### src/rtl/expand_pkg.sv
// Shared constants and helpers for the expand (image -> MAC/ADD domain) and rescale paths.
package expand_pkg;

    localparam int IMG_WIDTH_DEF = 16;
    localparam int NUM_WIDTH_DEF = 33;
    localparam int SAT_VEC_W     = 128;

    localparam logic [NUM_WIDTH_DEF-1:0] NUM_MAX = {1'b0, {(NUM_WIDTH_DEF-1){1'b1}}};
    localparam logic [NUM_WIDTH_DEF-1:0] NUM_MIN = {1'b1, {(NUM_WIDTH_DEF-1){1'b0}}};
    localparam logic [IMG_WIDTH_DEF-1:0] IMG_MAX = {1'b0, {(IMG_WIDTH_DEF-1){1'b1}}};
    localparam logic [IMG_WIDTH_DEF-1:0] IMG_MIN = {1'b1, {(IMG_WIDTH_DEF-1){1'b0}}};

    // Largest / smallest signed value of a given width, zero-extended to SAT_VEC_W.
    function automatic logic [SAT_VEC_W-1:0] max_pattern(input int unsigned width);
        return (SAT_VEC_W'(1) << (width - 1)) - SAT_VEC_W'(1);
    endfunction

    function automatic logic [SAT_VEC_W-1:0] min_pattern(input int unsigned width);
        return SAT_VEC_W'(1) << (width - 1);
    endfunction

    // True when a signed value does not fit in 'width' signed bits:
    // every bit from width-1 upward must match the sign.
    function automatic logic sat_detect(input logic signed [SAT_VEC_W-1:0] value,
                                        input int unsigned width);
        logic signed [SAT_VEC_W-1:0] w_hi;
        w_hi = value >>> (width - 1);
        return !((w_hi == '0) || (&w_hi));
    endfunction

endpackage

### src/rtl/expand_pipe_stage.sv
// One valid/ready register slice; loads whenever its output slot is free or being drained.
module expand_pipe_stage #(
    parameter int W = 8
) (
    input  logic         i_clk,
    input  logic         i_rst_n,
    input  logic         i_valid,
    output logic         o_ready,
    input  logic [W-1:0] i_data,
    output logic         o_valid,
    input  logic         i_ready,
    output logic [W-1:0] o_data
);

    logic         r_valid;
    logic [W-1:0] r_data;

    assign o_ready = !r_valid || i_ready;
    assign o_valid = r_valid;
    assign o_data  = r_data;

    always_ff @(posedge i_clk or negedge i_rst_n) begin
        if (!i_rst_n) begin
            r_valid <= 1'b0;
            r_data  <= '0;
        end else if (o_ready) begin
            r_valid <= i_valid;
            if (i_valid) begin
                r_data <= i_data;
            end
        end
    end

endmodule

### src/rtl/expand.sv
// Sign-extends, left-shifts and saturates image/bias samples into the MAC/ADD number domain.
// Two-stage valid/ready pipeline with saturation statistics.
module expand
    import expand_pkg::*;
#(
    parameter int IMG_WIDTH = 16,
    parameter int NUM_WIDTH = 33
) (
    input  logic                 clk,
    input  logic                 rst_n,
    input  logic [7:0]           cfg_shift,
    input  logic                 cfg_valid,
    output logic                 cfg_ready,
    input  logic [IMG_WIDTH-1:0] up_data,
    input  logic                 up_valid,
    output logic                 up_ready,
    output logic [NUM_WIDTH-1:0] dn_data,
    output logic                 dn_valid,
    input  logic                 dn_ready,
    input  logic                 sat_clear,
    output logic                 sat_flag,
    output logic [15:0]          sat_count
);

    localparam int EXT_W = NUM_WIDTH + 1;
    localparam int S1_W  = EXT_W + 8;
    localparam int S2_W  = NUM_WIDTH + 1;
    localparam logic [NUM_WIDTH-1:0] L_NUM_MAX = NUM_WIDTH'(max_pattern(NUM_WIDTH));
    localparam logic [NUM_WIDTH-1:0] L_NUM_MIN = NUM_WIDTH'(min_pattern(NUM_WIDTH));

    logic [7:0]                  r_shift_q;
    logic [15:0]                 r_sat_count;
    logic                        r_sat_flag;

    logic                        w_cfg_fire;
    logic                        w_up_fire;
    logic                        w_dn_fire;
    logic                        w_ready1;
    logic                        w_ready2;
    logic                        w_v1;
    logic                        w_v2;
    logic [S1_W-1:0]             w_s1_in;
    logic [S1_W-1:0]             w_s1_out;
    logic [EXT_W-1:0]            w_ext1;
    logic [7:0]                  w_shift1;
    logic signed [SAT_VEC_W-1:0] w_prod;
    logic signed [SAT_VEC_W-1:0] w_prod_sh;
    logic                        w_ovf;
    logic [NUM_WIDTH-1:0]        w_num;
    logic [S2_W-1:0]             w_s2_in;
    logic [S2_W-1:0]             w_s2_out;
    logic                        w_sat_bit;

    // Config only lands on an empty pipe, and it wins over a same-cycle data offer.
    assign cfg_ready  = !w_v1 && !w_v2;
    assign w_cfg_fire = cfg_valid && cfg_ready;
    assign up_ready   = w_ready1 && !w_cfg_fire;
    assign w_up_fire  = up_valid && up_ready;
    assign w_dn_fire  = w_v2 && dn_ready;

    assign w_s1_in = {{(EXT_W-IMG_WIDTH){up_data[IMG_WIDTH-1]}}, up_data, r_shift_q};

    always_ff @(posedge clk or negedge rst_n) begin
        if (!rst_n) begin
            r_shift_q <= '0;
        end else if (w_cfg_fire) begin
            r_shift_q <= cfg_shift;
        end
    end

    expand_pipe_stage #(.W(S1_W)) u_stage1 (
        .i_clk   (clk),
        .i_rst_n (rst_n),
        .i_valid (w_up_fire),
        .o_ready (w_ready1),
        .i_data  (w_s1_in),
        .o_valid (w_v1),
        .i_ready (w_ready2),
        .o_data  (w_s1_out)
    );

    assign {w_ext1, w_shift1} = w_s1_out;

    // Shifts beyond NUM_WIDTH-1 push a nonzero sample out of range outright,
    // so the wide product only needs to be exact for small shifts.
    always_comb begin
        w_prod    = {{(SAT_VEC_W-EXT_W){w_ext1[EXT_W-1]}}, w_ext1};
        w_prod_sh = w_prod << w_shift1;
        w_ovf     = 1'b0;
        if (w_ext1 != '0) begin
            w_ovf = (int'(w_shift1) > (NUM_WIDTH - 1)) || sat_detect(w_prod_sh, NUM_WIDTH);
        end
        if (w_ovf) begin
            w_num = w_ext1[EXT_W-1] ? L_NUM_MIN : L_NUM_MAX;
        end else begin
            w_num = w_prod_sh[NUM_WIDTH-1:0];
        end
        w_s2_in = {w_ovf, w_num};
    end

    expand_pipe_stage #(.W(S2_W)) u_stage2 (
        .i_clk   (clk),
        .i_rst_n (rst_n),
        .i_valid (w_v1),
        .o_ready (w_ready2),
        .i_data  (w_s2_in),
        .o_valid (w_v2),
        .i_ready (dn_ready),
        .o_data  (w_s2_out)
    );

    assign dn_valid  = w_v2;
    assign dn_data   = w_s2_out[NUM_WIDTH-1:0];
    assign w_sat_bit = w_s2_out[NUM_WIDTH];

    // Saturated beats are counted when they leave, so stalls never double-count.
    always_ff @(posedge clk or negedge rst_n) begin
        if (!rst_n) begin
            r_sat_count <= '0;
            r_sat_flag  <= 1'b0;
        end else if (sat_clear) begin
            r_sat_count <= '0;
            r_sat_flag  <= 1'b0;
        end else if (w_dn_fire && w_sat_bit) begin
            r_sat_flag <= 1'b1;
            if (r_sat_count != 16'hFFFF) begin
                r_sat_count <= r_sat_count + 16'd1;
            end
        end
    end

    assign sat_flag  = r_sat_flag;
    assign sat_count = r_sat_count;

endmodule
### config.mk
export PLATFORM = sky130hd
export DESIGN_NAME = expand
export DESIGN_NICKNAME = d
export VERILOG_FILES = /design/src/rtl/expand_pkg.sv /design/src/rtl/expand_pipe_stage.sv /design/src/rtl/expand.sv
export SDC_FILE = /design/constraint.sdc
export NUM_CORES = 1
export LEC_CHECK = 0
export CAP_MARGIN = 10
export CORE_ASPECT_RATIO = 0.6
export CORE_MARGIN = 1.5
export CORE_UTILIZATION = 45
export CTS_BUF_LIST = sky130_fd_sc_hd__clkbuf_4
export CTS_CLUSTER_SIZE = 10
export DETAILED_ROUTE_END_ITERATION = 12
export GPL_TIMING_DRIVEN = 0
export PLACE_DENSITY = 0.67
export RECOVER_POWER = 50
export SKIP_LAST_GASP = 1
export SLEW_MARGIN = 5
export SYNTH_ARGS = -nofsm -noshare
export SYNTH_HDL_FRONTEND = slang
export SYNTH_SLANG_ARGS = --single-unit
### constraint.sdc
create_clock -name clk -period 8.1 [get_ports clk]
set_clock_uncertainty 0.1 [all_clocks]
set_input_delay 2.43 -clock clk [delete_from_list [all_inputs] [get_ports clk]]
set_output_delay 2.43 -clock clk [all_outputs]
set_load 0.01 [all_outputs]
==> summary.txt <==
Status
  – Status: finished with violations
  – Failing checks: capacitance limit, slew limit

Yosys
  – Xor/xnor share of the synthesized area: 0.0193
  – Area contributors post-synth: dfrtp_1, mux2_2, nor2_1, buf_4, nand2_1
  – Synth Area in Adders: 0.00184
  – Yosys warnings: 0
  – Sequential cell area fraction in the yosys report: 0.313
  – Post-Synth Simple-Gate Area: 0.191
  – Synth Register Bits: 85
  – Avg Inst Size Synth: 8.57 µm²
  – Share of the synthesized area in the top cell type: 0.313
  – Post-synthesis mux area share: 0.146
  – Post-synth EDFFs: 0
  – Synth Area in Compound Gates: 0.245
  – Top FF cell, synth: dfrtp_1
  – Synth area leader: dfrtp_1
  – Yosys cell types: 81
  – Syn Nets: 824
  – Syn Inst Count: 793
  – Mapped cell area: 0.00680 mm²
  – Ys async rst share: 1.00
  – Largest family of logic cells by synthesized area: compound AO/OA/AOI/OAI gates

CTS
  – CTS tree: done
  – CTS Buffer Depth: 2
  – Post-cts resize count: 0
  – # Post-CTS Setup Buffers: 0
  – Hold Buf Count CTS: 0
  – Clock Latency Late Sink: 0.50 ns
  – Worst-path clk slew: 0.15 ns
  – TritonCTS Sinks: 85
  – Clock root cell: clkbuf_4
  – Inserted Clock Buffers: 9
  – H-tree Lvls: 3

Critical path
  – Reg-to-reg endpoint: u_stage2.o_data[7]
  – Reg2Reg Depth: 15
  – CP max FO: 9
  – CP Data Arrival Time: 4.11 ns
  – Critical Path RT: 5.57 ns
  – Critical path class: in2out
  – R2R setup slack: 2.43 ns
  – Startpoint Class: primary input
  – RR Startpoint: u_stage1.o_data[3]
  – CP Capture Type: primary output

Global routing
  – Vias in the first global route: 6981
  – Grt ovf: 0
  – GRT Overall Usage: 0.381
  – Antenna violations before repair: 0
  – First-pass GRT wire length: 44500 µm
  – Largest net degree at the start of global routing: 46

Floorplanning
  – Io pins: 83
  – Site Rows: 34
  – Die Wd: 162 µm
  – Die area: 0.0159 mm²
  – Initial Util: 0.464
  – Core Region: 0.0146 mm²
  – Die Y: 98.2 µm

Routing
  – Pre-Repair DR Iteration Count: 11
  – DRT antenna net count: 0
  – Drt total wl: 30100 µm
  – Initial DRC Count: 1223
  – Vias: 7528
  – DRC Markers: 0
  – DR vias/cell: 6.91
  – Wirelength per Cell: 27.6 µm

Flow run
  – Max-Cap Viols: 2

STA
  – Max Transition Viols Final: 88
  – Tcrit/Tclk final: 0.820
  – Crit path time final: 6.64 ns
  – TNS Setup: 0 ns
  – RSZ-0062 raised after global routing: false
  – Max Fclk: 0.151 GHz
  – Fin Hold WS: 0.413 ns
  – Final Hold Viols: 0
  – Rel. slew slack: -0.618
  – Slew at the pin closest to its max-slew limit: 2.43 ns
  – Setup Viol. Count Final: 0

Cells and area
  – Reg area: 0.00213 mm²
  – Share of layout cells above drive strength 1: 0.158
  – Fillers: 1398
  – Area grow syn2layout: 17.7%
  – Layout Nets: 917
  – # diodes: 0
  – Area taken by multi-input logic gates: 0.00410 mm²
  – Design Area, Final: 0.00800 mm²
  – Final Util: 0.547

Placed design
  – Detailed Place HPWL: 23100 µm
  – RePlAce Congestion: 1.07
  – Placement Cell Area: 0.00787 mm²
  – IO buf count: 81

Hold path
  – Min-Delay Path Depth: 1
  – Hold path start: u_stage2.o_data[10]
  – Hold path endpoint: u_stage2.o_data[10]
  – Worst Hold Class: reg2reg

Pwr
  – LEAKAGE: 3.19 nW
  – Pwr/cell area: 481 mW/mm²
  – Worst ir drop on vdd: 0.199 mV
-- worst max-delay path by stage --
stage | startpoint | end | slack (ns) | cells after the start
5_1_grt | cfg_valid | up_ready | 1.32 | 5
3_5_place_dp | cfg_valid | up_ready | 1.59 | 5
4_1_cts | cfg_valid | up_ready | 1.58 | 5
2_1_floorplan | cfg_valid | up_ready | 2.56 | 3
6_report | cfg_valid | up_ready | 1.46 | 5
3_3_place_gp | cfg_valid | up_ready | 1.60 | 5
-- registers in the layout, summed over array words and instances, names as in the netlist --
signal and cells:
u_stage2.o_valid 1, sat_flag 1, u_stage1.o_valid 1, sat_count 16
u_stage2.o_data 34, u_stage1.o_data 24, r_shift_q 8
-- synth_stat cells, types with 5 or more instances --
library cell  instances
dfrtp_1              85
nor2_1               84
nand2_1              74
mux2_2               47
a21oi_1              45
buf_4                38
clkbuf_1             37
o21ai_0              35
mux2i_1              27
nand3_1              22
a31oi_1              14
and3_1               14
nor3_1               14
a221o_1              13
inv_1                13
buf_2                12
nand4_1              10
nor2b_1              10
nand2b_1              9
xor2_1                9
a22oi_1               8
mux4_2                8
nor4_1                8
o211ai_1              8
o22ai_1               8
and2_1                7
o22a_1                7
a211oi_1              6
a21o_1                6
a221oi_1              6
xnor2_1               6
a2111oi_0             5
o21a_1                5
or2_2                 5
-- layout make-up --
cell class,count,share of cell area
plain buffers,91,0.0643
clock buffers,9,0.00845
clock inverters,7,0.0100
inverters,14,0.00657
multi-input cells,603,0.513
flip-flops and latches,85,0.266
well taps,198,0.0310
repair buffers,82,0.101
-- power by group --
part | internal (W) | switching, W | leakage (nW) | total [W]
sequential | 0.000565 | 0.000137 | 1.01 | 0.000702
clock | 0.0000993 | 0.000188 | 0.0809 | 0.000287
combinational | 0.00101 | 0.00185 | 2.09 | 0.00286
-- critical path: stages --
cell             delay (ns)
dlygate4sd3_1          0.53
and2_0                 0.13
clkbuf_1               0.24
a21oi_1                0.22
clkdlybuf4s50_1        0.57
-- routing by layer --
metal	global-route usage	up-vias	routed length (µm)	part of all wire
li1	-	3121	-	-
met1	0.549	3633	12700	0.42
met2	0.474	675	10900	0.36
met3	0.220	99	5580	0.19
met4	0.0868	0	819	0.027
met5	0	-	0	0
-- through the flow --
stage | std cells | total power [W] | setup slack [ns]
after global routing | 1089 | 0.00394 | 1.32
final | 1089 | 0.00385 | 1.46
after CTS | 1089 | 0.00364 | 1.58
after detailed placement | 1073 | 0.00334 | 1.59
after global placement | 1072 | 0.00339 | 1.60
after floorplan | 793 | 0.00232 | 2.56
-- cell usage in the layout, fill, tap and decap left out, drive strengths merged, types with 7 or more instances in the layout --
cell type | synthesis | layout
inv | 13 | 17
nor2b | 10 | 10
o22a | 7 | 7
and2 | 9 | 9
a21oi | 46 | 46
o22ai | 8 | 8
nor3 | 14 | 14
dlygate4sd3 | 0 | 7
o21ai | 35 | 35
clkdlybuf4s50 | 0 | 73
nand2 | 74 | 74
nand4 | 10 | 10
and3 | 14 | 14
mux2 | 48 | 48
or2 | 7 | 7
nor4 | 8 | 8
buf | 54 | 54
xor2 | 9 | 9
mux2i | 27 | 27
a31oi | 14 | 14
a221o | 13 | 13
mux4 | 8 | 8
nand2b | 9 | 9
nand3 | 22 | 22
nor2 | 84 | 84
clkbuf | 37 | 48
o211ai | 8 | 8
dfrtp | 85 | 85
a22oi | 8 | 8
-- kinds of logic (layout without fill, tap and decap cells) --
family,count (synthesis),after routing
and+or+nand+nor,272,272
AOI/OAI and AO/OA,232,232
buffers and inverters,105,203
DFF,85,85
muxes,83,83
xor gates and xnor gates,15,15
adders and majority gates,1,1
Note: power is estimated with default switching activity, not from simulation.
